File: config.mk
export PLATFORM = sky130hd
export DESIGN_NAME = bus_cdc_arbiter
export DESIGN_NICKNAME = d
export VERILOG_FILES = /design/src/rtl/bus_cdc_arb_pkg.sv /design/src/rtl/bus_cdc_arbiter_rr_select.sv /design/src/rtl/bus_cdc_arbiter.sv
export SDC_FILE = /design/constraint.sdc
export NUM_CORES = 1
export LEC_CHECK = 0
export CAP_MARGIN = 10
export CELL_PAD_IN_SITES_DETAIL_PLACEMENT = 0
export CELL_PAD_IN_SITES_GLOBAL_PLACEMENT = 1
export CORE_UTILIZATION = 25
export DETAILED_ROUTE_END_ITERATION = 12
export HOLD_SLACK_MARGIN = 0.03
export PLACE_DENSITY = 0.86
export SETUP_SLACK_MARGIN = 0.5
export SYNTH_ARGS = -nofsm -noshare
export SYNTH_HDL_FRONTEND = slang
export SYNTH_SLANG_ARGS = --single-unit
File: constraint.sdc
create_clock -name clk -period 2.9 [get_ports clk]
set_input_delay 0.58 -clock clk [delete_from_list [all_inputs] [get_ports clk]]
set_output_delay 0.58 -clock clk [all_outputs]
set_load 0.01 [all_outputs]
File: src/rtl/bus_cdc_arb_pkg.sv
// Shared types and helpers for the bus CDC arbiter and its round-robin picker.
package bus_cdc_arb_pkg;

    typedef enum logic [1:0] {
        IDLE  = 2'd0,
        SEND  = 2'd1,
        DRAIN = 2'd2
    } arb_state_e;

    // Requester tag width; never narrower than one bit.
    function automatic int calc_id_w(input int n_req);
        return (n_req <= 2) ? 1 : $clog2(n_req);
    endfunction

endpackage

File: src/rtl/bus_cdc_arbiter_rr_select.sv
// Combinational round-robin picker: first set req bit at or after ptr, with wrap-around.
module rr_select
    import bus_cdc_arb_pkg::*;
#(
    parameter int N_REQ = 4,
    parameter int ID_W  = calc_id_w(N_REQ)
) (
    input  logic [N_REQ-1:0] req,
    input  logic [ID_W-1:0]  ptr,
    output logic             valid,
    output logic [ID_W-1:0]  id
);

    logic [ID_W:0] idx;

    // Scan from the farthest candidate back towards ptr so the nearest set bit wins.
    always_comb begin
        valid = 1'b0;
        id    = '0;
        idx   = '0;
        for (int k = N_REQ - 1; k >= 0; k--) begin
            idx = {1'b0, ptr} + (ID_W + 1)'(k);
            if (idx >= (ID_W + 1)'(N_REQ)) begin
                idx = idx - (ID_W + 1)'(N_REQ);
            end
            if (req[idx[ID_W-1:0]]) begin
                valid = 1'b1;
                id    = idx[ID_W-1:0];
            end
        end
    end

endmodule

File: src/rtl/bus_cdc_arbiter.sv
// Round-robin arbiter sharing one four-phase CDC handshake channel between N_REQ sources.
// Optional watchdog: define BUS_CDC_ARB_TIMEOUT_EN to abort stuck handshakes after TIMEOUT cycles.
//
// state | meaning
// IDLE  | wait for a request with cdc_ack low; grant, latch {id, payload}, advance ptr
// SEND  | cdc_trigger high, wait for cdc_ack to rise
// DRAIN | cdc_trigger low, wait for cdc_ack to fall, then pulse req_ack[grant_id]
module bus_cdc_arbiter
    import bus_cdc_arb_pkg::*;
#(
    parameter int N_REQ   = 4,
    parameter int WIDTH   = 32,
    parameter int ID_W    = calc_id_w(N_REQ),
    parameter int TIMEOUT = 1023
) (
    input  logic                   clk,
    input  logic                   rst_n,
    input  logic [N_REQ-1:0]       req,
    input  logic [N_REQ*WIDTH-1:0] data_in,
    output logic [N_REQ-1:0]       req_ack,
    output logic                   cdc_trigger,
    output logic [ID_W+WIDTH-1:0]  cdc_data,
    input  logic                   cdc_ack,
    output logic                   busy,
    output logic [ID_W-1:0]        grant_id,
    output logic                   timeout_err
);

    if (N_REQ < 2 || TIMEOUT < 1) begin : g_param_check
        $error("bus_cdc_arbiter: N_REQ must be >= 2 and TIMEOUT >= 1");
    end

    arb_state_e            state_q, state_d;
    logic [ID_W-1:0]       ptr_q, ptr_d;
    logic [ID_W-1:0]       grant_id_q, grant_id_d;
    logic [ID_W+WIDTH-1:0] cdc_data_q, cdc_data_d;
    logic [N_REQ-1:0]      req_ack_q, req_ack_d;
    logic                  cdc_trigger_q, cdc_trigger_d;
    logic                  busy_q, busy_d;

    logic                  sel_valid;
    logic [ID_W-1:0]       sel_id;
    logic [WIDTH-1:0]      sel_data;

`ifdef BUS_CDC_ARB_TIMEOUT_EN
    localparam int CNT_W = $clog2(TIMEOUT + 1);

    logic [CNT_W-1:0]      tmo_cnt_q, tmo_cnt_d;
    logic                  timeout_err_q, timeout_err_d;
`endif

    rr_select #(
        .N_REQ (N_REQ),
        .ID_W  (ID_W)
    ) u_rr_select (
        .req   (req),
        .ptr   (ptr_q),
        .valid (sel_valid),
        .id    (sel_id)
    );

    always_comb begin
        sel_data = '0;
        for (int i = 0; i < N_REQ; i++) begin
            if (sel_id == ID_W'(i)) begin
                sel_data = data_in[i*WIDTH +: WIDTH];
            end
        end
    end

    always_comb begin
        state_d       = state_q;
        ptr_d         = ptr_q;
        grant_id_d    = grant_id_q;
        cdc_data_d    = cdc_data_q;
        req_ack_d     = '0;
        cdc_trigger_d = cdc_trigger_q;
`ifdef BUS_CDC_ARB_TIMEOUT_EN
        tmo_cnt_d     = tmo_cnt_q;
        timeout_err_d = timeout_err_q;
`endif

        unique case (state_q)
            IDLE: begin
                cdc_trigger_d = 1'b0;
                // A high ack here is left over from an aborted handshake; wait it out.
                if (sel_valid && !cdc_ack) begin
                    grant_id_d = sel_id;
                    cdc_data_d = {sel_id, sel_data};
                    ptr_d      = (sel_id == ID_W'(N_REQ - 1)) ? '0 : sel_id + ID_W'(1);
                    state_d    = SEND;
                end
            end
            SEND: begin
                if (cdc_ack) begin
                    cdc_trigger_d = 1'b0;
                    state_d       = DRAIN;
                end else begin
                    cdc_trigger_d = 1'b1;
                end
            end
            DRAIN: begin
                cdc_trigger_d = 1'b0;
                if (!cdc_ack) begin
                    req_ack_d = N_REQ'(1) << grant_id_q;
                    state_d   = IDLE;
                end
            end
            default: begin
                cdc_trigger_d = 1'b0;
                state_d       = IDLE;
            end
        endcase

`ifdef BUS_CDC_ARB_TIMEOUT_EN
        // Down-counter reloaded on every SEND/DRAIN entry; terminal count aborts the transfer.
        if (state_q != IDLE) begin
            if (tmo_cnt_q == '0) begin
                state_d       = IDLE;
                cdc_trigger_d = 1'b0;
                req_ack_d     = '0;
                timeout_err_d = 1'b1;
            end else begin
                tmo_cnt_d = tmo_cnt_q - CNT_W'(1);
            end
        end
        if (state_d != state_q && state_d != IDLE) begin
            tmo_cnt_d = CNT_W'(TIMEOUT - 1);
        end
`endif

        busy_d = (state_d != IDLE);
    end

    always_ff @(posedge clk) begin
        if (!rst_n) begin
            state_q       <= IDLE;
            ptr_q         <= '0;
            grant_id_q    <= '0;
            cdc_data_q    <= '0;
            req_ack_q     <= '0;
            cdc_trigger_q <= 1'b0;
            busy_q        <= 1'b0;
`ifdef BUS_CDC_ARB_TIMEOUT_EN
            tmo_cnt_q     <= '0;
            timeout_err_q <= 1'b0;
`endif
        end else begin
            state_q       <= state_d;
            ptr_q         <= ptr_d;
            grant_id_q    <= grant_id_d;
            cdc_data_q    <= cdc_data_d;
            req_ack_q     <= req_ack_d;
            cdc_trigger_q <= cdc_trigger_d;
            busy_q        <= busy_d;
`ifdef BUS_CDC_ARB_TIMEOUT_EN
            tmo_cnt_q     <= tmo_cnt_d;
            timeout_err_q <= timeout_err_d;
`endif
        end
    end

    assign req_ack     = req_ack_q;
    assign cdc_trigger = cdc_trigger_q;
    assign cdc_data    = cdc_data_q;
    assign busy        = busy_q;
    assign grant_id    = grant_id_q;

`ifdef BUS_CDC_ARB_TIMEOUT_EN
    assign timeout_err = timeout_err_q;
`else
    assign timeout_err = 1'b0;
`endif

endmodule

# Word-level counts from Yosys, hierarchy flattened
# Index checks and enable logic that the tools add are counted.
# totals
out_inout_bits	43
regBits	46
inputBits	135
wordCells	69
# op_classes
n_reduce_logical	8
mux	30
addsub	8
shift	1
n_eq_ne	5
n_lt_le_gt_ge	8
n_bitwise	2
# ops
operator	n
$mux 32	4
$mux 2	12
$lt 2x3->1 const B	4
$ge 3x3->1 const B	3
$mux 1	9
$bmux 1 s2	4
$sub 2x1->2 const B	4
$add 2x2->3 const B	2
$eq 2x2->1 const B	3
$pmux 2 s3	1
$eq 2x1->1 const B	2
$logic_not 2->1	2
$reduce_and 2->1	2
$shl 1x2->4 const A	1
$add 2x1->3 const B	1
$ge 2x3->1 const B	1
$reduce_or 3->1	1
$add 2x1->2 const B	1
$not 1->1	2
$reduce_bool 2->1	1
$logic_and 1x1->1	1
$logic_not 1->1	1

# Logic depth before layout (Yosys ltp)
# Gate-level depths: netlist (run 1).
# depth
ltp_word	14
mapped_depth	9

# Modules after synthesis
# A second synthesis (run 1) with hierarchy kept.
# unflattened
hier_cells	349
hier_area_um2	2723.9
# modules_own_cells
mod	seq_area_each_um2	instances	cells_each	area_each_um2
bus_cdc_arbiter	880.8	1	336	2646.3
rr_select	0.0	1	13	77.6

# Least setup slack after synthesis (run 1)
# OpenSTA, ideal clock, no wires.
# synth_path
path_kind	input port to flip-flop
startpoint	input req[2]
endpoint	register cdc_data_q[7], in the netlist cdc_data[7]
t_required_ns	2.840
stages	9
arrival_ns	2.274
path_slack_ns	0.565
cell_sequence	nor2b_1 a311oi_1 or2_1 ha_1 buf_2 clkbuf_1 a21oi_1 a221oi_1 o221a_1
# synth_via
elab_chain_cells	11
elab_cells_between_ends	26
# synth_rtl
item	line_no	source
from (decl)	bus_cdc_arbiter.sv:18	input logic [N_REQ-1:0] req,
$bmux 1 s2	bus_cdc_arbiter_rr_select.sv:26	if (req[idx[ID_W-1:0]]) begin
$mux 1 (not written as such)	bus_cdc_arbiter_rr_select.sv:26	
$mux 2 (4 in series)	bus_cdc_arbiter_rr_select.sv:26	
$logic_not 2->1	bus_cdc_arbiter.sv:65	if (sel_id == ID_W'(i)) begin
$mux 32 (4 in series)	bus_cdc_arbiter.sv:65	
to (signal assigned)	bus_cdc_arbiter.sv:152	cdc_data_q <= cdc_data_d;
to (decl)	bus_cdc_arbiter.sv:36	logic [ID_W+WIDTH-1:0] cdc_data_q, cdc_data_d;
# Parallel ways exist; a longest one is shown, timed or not. The select of a mux whose other input is x is not followed.
# A chain may end at the register's enable or synchronous reset.

# Worst setup path after layout (run 1)
# layout_path
startpoint	input req[2]
endpoint	register cdc_data_q[8], in the netlist cdc_data[8]
# The elaborated chain is that of the path after synthesis.

==> flow_metrics.tcl, run 1 <==
set metrics [dict create \
    dr.pass1.iters 4 \
    synthCells 356 \
    synth_cell_types 38 \
    rows 38 \
    hold_path_class "reg2reg" \
    yosysWarnings 0 \
    coreArea_sq_mm 0.01098 \
    p_seq_share_pct 29.9 \
    hpwl_microns 7197 \
    root_buffer "clkbuf_16" \
    viasPerCell 5.242 \
    hold_viol 0 \
    critical_path_arrival_ps 2520 \
    p_sw_share_pct 30.53 \
    die_x_microns 108.8 \
    max_cap_viol_count 0 \
    antenna_left 0 \
    tritoncts "done" \
    htreeDepth 2 \
    finish.utilization_pct 46.78 \
    power_density_mw_per_mm2 465.4 \
    cts_buffers 5 \
    setup_tns_ps 0 \
    peakVddDrop_mv 0.3269 \
    pin_count 178 \
    path_depth 10 \
    min_delay_path_depth 2 \
    period_share_pct 79.23 \
    outcome "finished clean" \
    drt-initial-drc-count 134 \
    finalCriticalPeriod_ps 2298 \
    p_int_mw 1.661 \
    ff_latch_area_sq_um 880.8 \
    setup_violations 0 \
    worst_slew_pin_slew_ps 818.9 \
    gp_congestion 0.7541 \
    grt_use_total_pct 17.54 \
    grt_pass1_vias 3461 \
    cp-start-kind "input port" \
    clk_pin_slew_worst_paths_ps 70 \
    clkPwrFrac_pct 27.3 \
    start_util_pct 25.94 \
    post_drt_wl_per_cell_microns 16.37 \
    slew_headroom_pct 45.41 \
    fillers 1054 \
    required_ps 3130 \
    switchingPower_mw 0.7300 \
    rsz0062_at_grt "no" \
    port_buffers 176 \
    synth_ff_type "dfxtp_1" \
    async_reset_ff_share_pct 0 \
    ys_seq_area_share_pct 30.92 \
    cts_max_path_buffers 2 \
    cp.buffers_inverters 3 \
    path_max_fanout 32 \
    cts_hold_buffers 0 \
    grt_overflow_total 0 \
    die_y_microns 108.8 \
    vias 3418 \
    fin_nets 650 \
    p_leak_nw 1.940 \
    synth_area_sq_mm 0.002849 \
    clock_sinks 44 \
    crit_family "simple AND/OR/NAND/NOR gates" \
    synth_area_per_cell_sq_um 8.003 \
    antenna_cells 0 \
    r2r_cells 8 \
    path_cells "dlygate4sd2_1 > nor2b_2 > a311oi_2 > buf_4 > or2_4 > ha_4 > buf_12 > nand3b_1 > a221oi_2 > o221a_1" \
    grt_max_degree 40 \
    finClkSkew_ps 5.498 \
    worstSetupPathType "in2reg" \
    max_stage_delay_ps 280 \
    synth_nets 495 \
    ys_ff_latch 44 \
    drive_gt1_share_pct 10.35 \
    slew_viol_final 0 \
    antenna_found_initial 0 \
    grt_pass1_wl_microns 16560 \
    drc 0 \
    areaGrowthSynthToFinish_pct 80.33 \
    die-area_sq_mm 0.01183 \
    clk_latency_ps 280 \
    slowest_stage "dlygate4sd2_1" \
    end_kind "flip-flop" \
    max_clock_freq_mhz 435.2 \
    pwr-share-comb_pct 42.7 \
    wl_microns 10670 \
    multi_input_area_sq_mm 0.001802 \
    synth-edff-count 0 \
]
-- cells in the final DEF, fill, tap and decap left out, types with 2 or more instances in the layout --
cell type,Yosys,final
clkdlybuf4s50_1,0,171
dfxtp_1,44,44
nand2_1,36,36
nand3_1,35,35
inv_1,34,34
a21oi_1,34,34
o221a_1,33,33
nand3b_1,32,32
a221oi_1,32,17
a221oi_2,0,15
buf_12,0,6
buf_4,3,6
clkbuf_16,0,5
ha_4,0,3
dlygate4sd2_1,0,3
nor2b_2,0,2
and3_1,2,2
clkinv_4,0,2
-- sequential cells by signal, indices dropped and copies added, names as in the netlist --
name	flops
cdc_trigger	1
busy	1
cdc_data	32
ptr_q	2
grant_id	2
req_ack	4
state_q	2
-- worst paths after layout --
check	start	to	slack, ps
setup / recovery	req[2]	cdc_data[8]	600
hold / removal	grant_id[0]	req_ack[1]	510
setup reg to reg	ptr_q[1]	cdc_data[30]	740
hold reg to reg	grant_id[0]	req_ack[1]	510
-- layer usage --
layer  track usage, %  up-vias  part of all wire (%)
met5                0        -                     0
met3            4.065       12                   7.3
li1                 -     1632                     -
met2            31.56      145                    49
met1            20.49     1629                    42
met4            5.309        0                   1.5
-- per-stage QoR --
stage	instances	instance area [sq um]	hold slack, ps	total power [mW]	setup slack (ps)
after floorplan	356	2849	480.4	1.200	565.3
after global placement	641	4723	502.2	1.626	-34.72
after detailed placement	641	4723	500.6	1.640	-47.28
after CTS	652	5101	517.0	2.395	533.5
after global routing	652	5137	553.9	2.524	517.5
final	652	5137	514.9	2.391	602.2
-- cell families after synthesis --
logic type,synth area share [%]
DFF,30.92
buffers and inverters,11.90
adders and majority gates,1.757
and+or+nand+nor,23.54
AOI/OAI and AO/OA,31.09
xor gates and xnor gates,0.3075
other,0.1316
muxes,0.3514
-- worst min-delay path: stages (launching register included) --
cell and delay (ps):
dfxtp_1 370, nand2_1 80, nor2_1 30
-- cell usage after synthesis (all sizes together) (2+ instances only) --
cell type / number / area [sq um]
dfxtp: 44 / 880.8
nand2: 36 / 135.1
nand3: 35 / 175.2
a21oi: 34 / 170.2
inv: 34 / 127.6
o221a: 33 / 371.6
a221oi: 32 / 280.3
nand3b: 32 / 240.2
clkbuf: 26 / 97.59
buf: 17 / 113.9
ha: 4 / 50.05
and3: 2 / 12.51
nand2b: 2 / 12.51
nor2: 2 / 7.510
nor2b: 2 / 12.51
o22ai: 2 / 12.51
-- cell type report --
type	instances	share of cell area [%]
timing repair buffer	191	38.53
multi-input combinational	235	35.07
sequential	44	17.15
tap	140	3.410
inverter	34	2.484
clock buffer	5	2.435
clock inverter	3	0.9255
-- power groups by stage --
| stage | clock (mW) | combinational, mW | sequential [mW] |
|---|---|---|---|
| global placement | 0 | 0.901 | 0.725 |
| finish | 0.653 | 1.02 | 0.716 |
| floorplan | 0 | 0.452 | 0.748 |
| CTS | 0.670 | 1.01 | 0.715 |
| detailed placement | 0 | 0.913 | 0.727 |
| global route | 0.699 | 1.10 | 0.723 |
-- what timing repair did --
item	4_1_cts	5_1_grt
pin swaps	8	2
setup endpoints to repair	32	32
gates cloned	1	0
setup buffers	2	0
gates resized for setup	33	7
(Power assumes the default switching activity.)
==> run 2: changes to the inputs <==
==> constraint.sdc (replaced) <==
create_clock -name clk -period 2.4 [get_ports clk]
set_input_delay 0.48 -clock clk [delete_from_list [all_inputs] [get_ports clk]]
set_output_delay 0.48 -clock clk [all_outputs]
set_load 0.01 [all_outputs]
==> flow_metrics.tcl, run 2 (same netlist as run 1, synthesis figures left out) <==
set metrics [dict create \
    die-area_sq_mm 0.01183 \
    dr.pass1.iters 4 \
    rows 38 \
    wl_microns 12310 \
    final_cell_mix "clkdlybuf4s50_1 (171), dfxtp_1 (42), nand2_1 (35), nand3_1 (35), inv_1 (34)" \
    max_cap_viol_count 0 \
    grt_max_degree 38 \
    die_x_microns 108.8 \
    hold_viol 0 \
    r2r_start "ptr_q[1]" \
    pin_count 178 \
    antenna_found_initial 0 \
    gp_congestion 0.8012 \
    hpwl_microns 8008 \
    htreeDepth 2 \
    grt_use_total_pct 20.39 \
    drt-initial-drc-count 165 \
    start_util_pct 25.94 \
    root_buffer "clkbuf_16" \
    largest_reg_flops 32 \
    setup_violations 0 \
    path_max_fanout 6 \
    max_stage_delay_ps 400 \
    clk_pin_slew_worst_paths_ps 70 \
    areaGrowthSynthToFinish_pct 101.1 \
    finalCriticalPeriod_ps 2112 \
    finClkSkew_ps 6.475 \
    cts_max_path_buffers 2 \
    slowest_stage "dfxtp_4" \
    p_leak_nw 2.182 \
    finish.utilization_pct 52.18 \
    dp_slack_ps -336.6 \
    hold_path_class "reg2reg" \
    cp-start-kind "flip-flop" \
    slew_headroom_pct 63.03 \
    cts_hold_buffers 0 \
    cp.buffers_inverters 3 \
    path_cells "mux2i_2 > o22ai_2 > buf_4 > nor2b_4 > ha_4 > buf_12 > buf_12 > a21oi_2 > a221oi_2 > o221a_1" \
    worstSetupPathType "reg2reg" \
    wl_met2_microns 6020 \
    multi_input_area_sq_mm 0.001967 \
    crit_family "compound AO/OA/AOI/OAI gates" \
    ff_latch_area_sq_um 885.9 \
    final_common_cell "clkdlybuf4s50_1" \
    post_drt_wl_per_cell_microns 17.95 \
    whs_ps 509.1 \
    placed_cells 656 \
    critical_path_arrival_ps 2340 \
    finalNonFillerCells 686 \
    wl_met3_microns 844 \
    port_buffers 176 \
    hold_path.startpoint "grant_id[1]" \
    coreArea_sq_mm 0.01098 \
    viasPerCell 5.248 \
    clk_latency_ps 280 \
    antenna_left 0 \
    crit_start "ptr_q[1]" \
    top_layer_used "met4" \
    cts_buffers 5 \
    clock_sinks 44 \
    power_density_mw_per_mm2 550.1 \
    peakVddDrop_mv 0.3672 \
    vias 3600 \
    post-route-worst-setup-slack_ps 288.0 \
    grt_pass1_wl_microns 18950 \
    outcome "finished clean" \
    slew_viol_final 0 \
    required_ps 2630 \
    tritoncts "done" \
    fin_nets 684 \
    finalPower_mw 3.153 \
    worst_slew_pin_slew_ps 547.1 \
    drive_gt1_share_pct 21.98 \
    wl_met1_microns 5283 \
    antenna_cells 0 \
    rsz0062_at_grt "yes" \
    path_common_cell "buf_12" \
    max_clock_freq_mhz 473.5 \
    end_kind "flip-flop" \
    grt_overflow_total 0 \
    drc 0 \
    fillers 982 \
    period_share_pct 88.00 \
    grt_pass1_vias 3724 \
    die_y_microns 108.8 \
]
[run 2: cell types whose count changed in the layout (fill, tap and decap cells not counted), moves of 3 or more]
cell and delta:
buf_4 +21, buf_16 +7, buf_2 +3, a21oi_1 -9, a221oi_2 +17, a21oi_2 +8
a221oi_1 -17, buf_12 +4
[run 2: worst paths after layout]
check / slack, ps / cells after the start / endpoint
max: 290 / 10 / cdc_data[13]
min: 510 / 1 / req_ack[1]
max reg2reg: 290 / 10 / cdc_data[13]
min reg2reg: 510 / 1 / req_ack[1]
[run 2: area by class of cell]
class	instances	area share [%]
sequential	44	15.46
tap	140	3.057
clock inverter	3	0.4585
multi-input combinational	235	34.32
inverter	34	2.227
clock buffer	5	2.183
timing repair buffer	225	42.29
[run 2: repair_timing]
action | in CTS | in global routing
pin swaps | 26 | 32
endpoints found under the hold margin | 0 | 0
cloned | 7 | 2
buffers inserted | 11 | 2
resized for setup | 39 | 13
endpoints found under the setup margin | 36 | 32
[run 2: stage by stage]
stage | TNS, ps | area [sq um]
after CTS | 0 | 5605
final | 0 | 5731
after global placement | -6525 | 5084
after global routing | 0 | 5731
after detailed placement | -9130 | 5084
after floorplan | 0 | 3126
[run 2: layer usage]
metal  global-route usage, %  vias up
met1                   26.39     1724
met5                       0        -
li1                        -     1708
met3                   2.929       13
met2                   35.71      155
met4                   4.344        0
[run 2: where the power goes]
| group | internal [mW] | leakage [nW] | switching [mW] |
|---|---|---|---|
| clock | 0.396 | 0.0748 | 0.318 |
| combinational | 0.915 | 1.74 | 0.656 |
| sequential | 0.811 | 0.364 | 0.0564 |
==> run 3: changes to the inputs <==
--- a/config.mk
+++ b/config.mk
@@ -8,11 +8,11 @@
 export CAP_MARGIN = 10
 export CELL_PAD_IN_SITES_DETAIL_PLACEMENT = 0
 export CELL_PAD_IN_SITES_GLOBAL_PLACEMENT = 1
-export CORE_UTILIZATION = 25
+export CORE_UTILIZATION = 23
 export DETAILED_ROUTE_END_ITERATION = 12
 export HOLD_SLACK_MARGIN = 0.03
-export PLACE_DENSITY = 0.86
-export SETUP_SLACK_MARGIN = 0.5
+export PLACE_DENSITY = 0.84
+export SETUP_SLACK_MARGIN = 0.4
 export SYNTH_ARGS = -nofsm -noshare
 export SYNTH_HDL_FRONTEND = slang
 export SYNTH_SLANG_ARGS = --single-unit
==> constraint.sdc (replaced) <==
create_clock -name clk -period 1.9 [get_ports clk]
set_input_delay 0.38 -clock clk [delete_from_list [all_inputs] [get_ports clk]]
set_output_delay 0.38 -clock clk [all_outputs]
set_load 0.01 [all_outputs]
==> flow_metrics.tcl, run 3 (same netlist as run 1, synthesis figures left out) <==
set metrics [dict create \
    grt_pass1_vias 3866 \
    final_cell_mix "clkdlybuf4s50_1 (128), dlygate4sd2_1 (43), dfxtp_1 (41)" \
    finalCriticalPeriod_ps 2004 \
    viasPerCell 5.004 \
    clk_latency_ps 290 \
    fillers 1177 \
    pwr-share-comb_pct 44.9 \
    slew_viol_final 0 \
    antenna_cells 0 \
    outcome "finished, violations left" \
    grt_use_total_pct 19.16 \
    grt_max_degree 38 \
    slew_headroom_pct 63.86 \
    dr.pass1.iters 4 \
    tritoncts "done" \
    crit_family "simple AND/OR/NAND/NOR gates" \
    worstSetupPathType "reg2reg" \
    path_max_fanout 13 \
    start_util_pct 23.62 \
    die_y_microns 113.3 \
    drc 0 \
    endpoint "cdc_data[29]" \
    r2r_cells 9 \
    hold_path_class "in2reg" \
    finalPower_mw 3.805 \
    die_x_microns 113.3 \
    cts_buffers 5 \
    r2r_start "ptr_q[1]" \
    die-area_sq_mm 0.01284 \
    slowest_stage "or3b_4" \
    r2r_setup_slack_ps -100 \
    finClkSkew_ps 2.902 \
    violations "setup timing" \
    gp_congestion 0.7789 \
    max_stage_delay_ps 390 \
    post_drt_wl_per_cell_microns 17.16 \
    critical_path_arrival_ps 2240 \
    areaGrowthSynthToFinish_pct 91.57 \
    pin_count 178 \
    required_ps 2130 \
    setup_tns_ps -2234 \
    fin_nets 671 \
    finish.utilization_pct 45.25 \
    antenna_left 0 \
    hpwl_microns 7896 \
    port_buffers 176 \
    p_sw_share_pct 32.02 \
    power_density_mw_per_mm2 697.2 \
    end_kind "flip-flop" \
    cp.buffers_inverters 3 \
    cts_hold_buffers 0 \
    largest_reg_flops 32 \
    coreArea_sq_mm 0.01206 \
    rsz0062_at_grt "yes" \
    setup_violations 32 \
    antenna_found_initial 0 \
    clock_sinks 44 \
    hold_viol 0 \
    p_int_mw 2.587 \
    htreeDepth 2 \
    drive_gt1_share_pct 18.76 \
    worst_slew_pin_slew_ps 534.5 \
    p_seq_share_pct 28.7 \
    min_delay_path_depth 3 \
    vias 3508 \
    grt_pass1_wl_microns 19490 \
    peakVddDrop_mv 0.3711 \
    cp-start-kind "flip-flop" \
    max_clock_freq_mhz 499.0 \
    period_share_pct 105.5 \
    post-route-worst-setup-slack_ps -104.1 \
    dp_slack_ps -760.0 \
    root_buffer "clkbuf_16" \
    rows 40 \
    path_cells "or3b_4 > buf_4 > nand2b_4 > buf_6 > ha_4 > buf_8 > nand3b_1 > a221oi_2 > o221a_1" \
    path_depth 9 \
    grt_overflow_total 0 \
    crit_start "ptr_q[1]" \
    wl_microns 12030 \
    clk_pin_slew_worst_paths_ps 70 \
    drt-initial-drc-count 198 \
    final_common_cell "clkdlybuf4s50_1" \
    cts_max_path_buffers 2 \
    r2r_end "cdc_data[29]" \
    max_cap_viol_count 0 \
    clkPwrFrac_pct 26.3 \
    p_leak_nw 2.228 \
    switchingPower_mw 1.218 \
]
run 3: changes by cell type in the layout (fill, tap and decap cells not counted), moves of 3 or more:
cell / change
buf_12: -3
buf_16: -5
dlygate4sd2_1: +42
a21oi_1: +7
buf_6: +3
clkdlybuf4s50_1: -43
buf_4: -10
a21oi_2: -6
run 3: layer usage:
layer  vias up  GRT usage (%)  wire (microns)
li1       1676              -               -
met1      1689          22.74            5081
met2       123          34.81            6151
met3        20          3.642             549
met4         0          5.702             247
met5         -              0               0
run 3: worst min path at each step:
stage,startpoint,to,slack [ps]
after floorplan,state_q[1],cdc_trigger,480
after global placement,grant_id[1],req_ack[1],500
after detailed placement,grant_id[1],req_ack[1],510
after CTS,rst_n,state_q[0],380
after global routing,rst_n,state_q[0],410
final,rst_n,ptr_q[1],380
run 3: area by class of cell:
type	count	area (sq um)	area share, %
timing repair buffer	209	2102	38.51
multi-input combinational	238	1963	35.97
sequential	44	887.1	16.25
tap	168	210.2	3.851
inverter	34	127.6	2.338
clock buffer	5	125.1	2.293
clock inverter	3	42.54	0.7795
run 3: stage by stage:
stage	instance area [sq um]	instances	hold slack (ps)
after floorplan	3132	356	480.4
after global placement	5062	679	496.5
after detailed placement	5062	679	509.7
after CTS	5463	701	383.1
after global routing	5458	701	405.2
final	5458	701	382.8
run 3: tightest hold or removal path: stages:
cell,delay [ps]
buf_2,140
inv_1,80
a21oi_1,40
run 3: power groups by stage:
stage               sequential [mW]  clock [mW]  combinational, mW
floorplan                      1.14           0              0.867
global placement               1.11           0               1.56
detailed placement             1.11           0               1.59
CTS                            1.09        1.04               1.73
global route                   1.11        1.08               1.85
finish                         1.09        1.00               1.71
run 3: what timing repair did:
item | in CTS | in global routing
endpoints found under the setup margin | 80 | 35
cloned | 5 | 0
pin swaps | 20 | 7
setup buffers | 9 | 0
gates resized for setup | 90 | 1
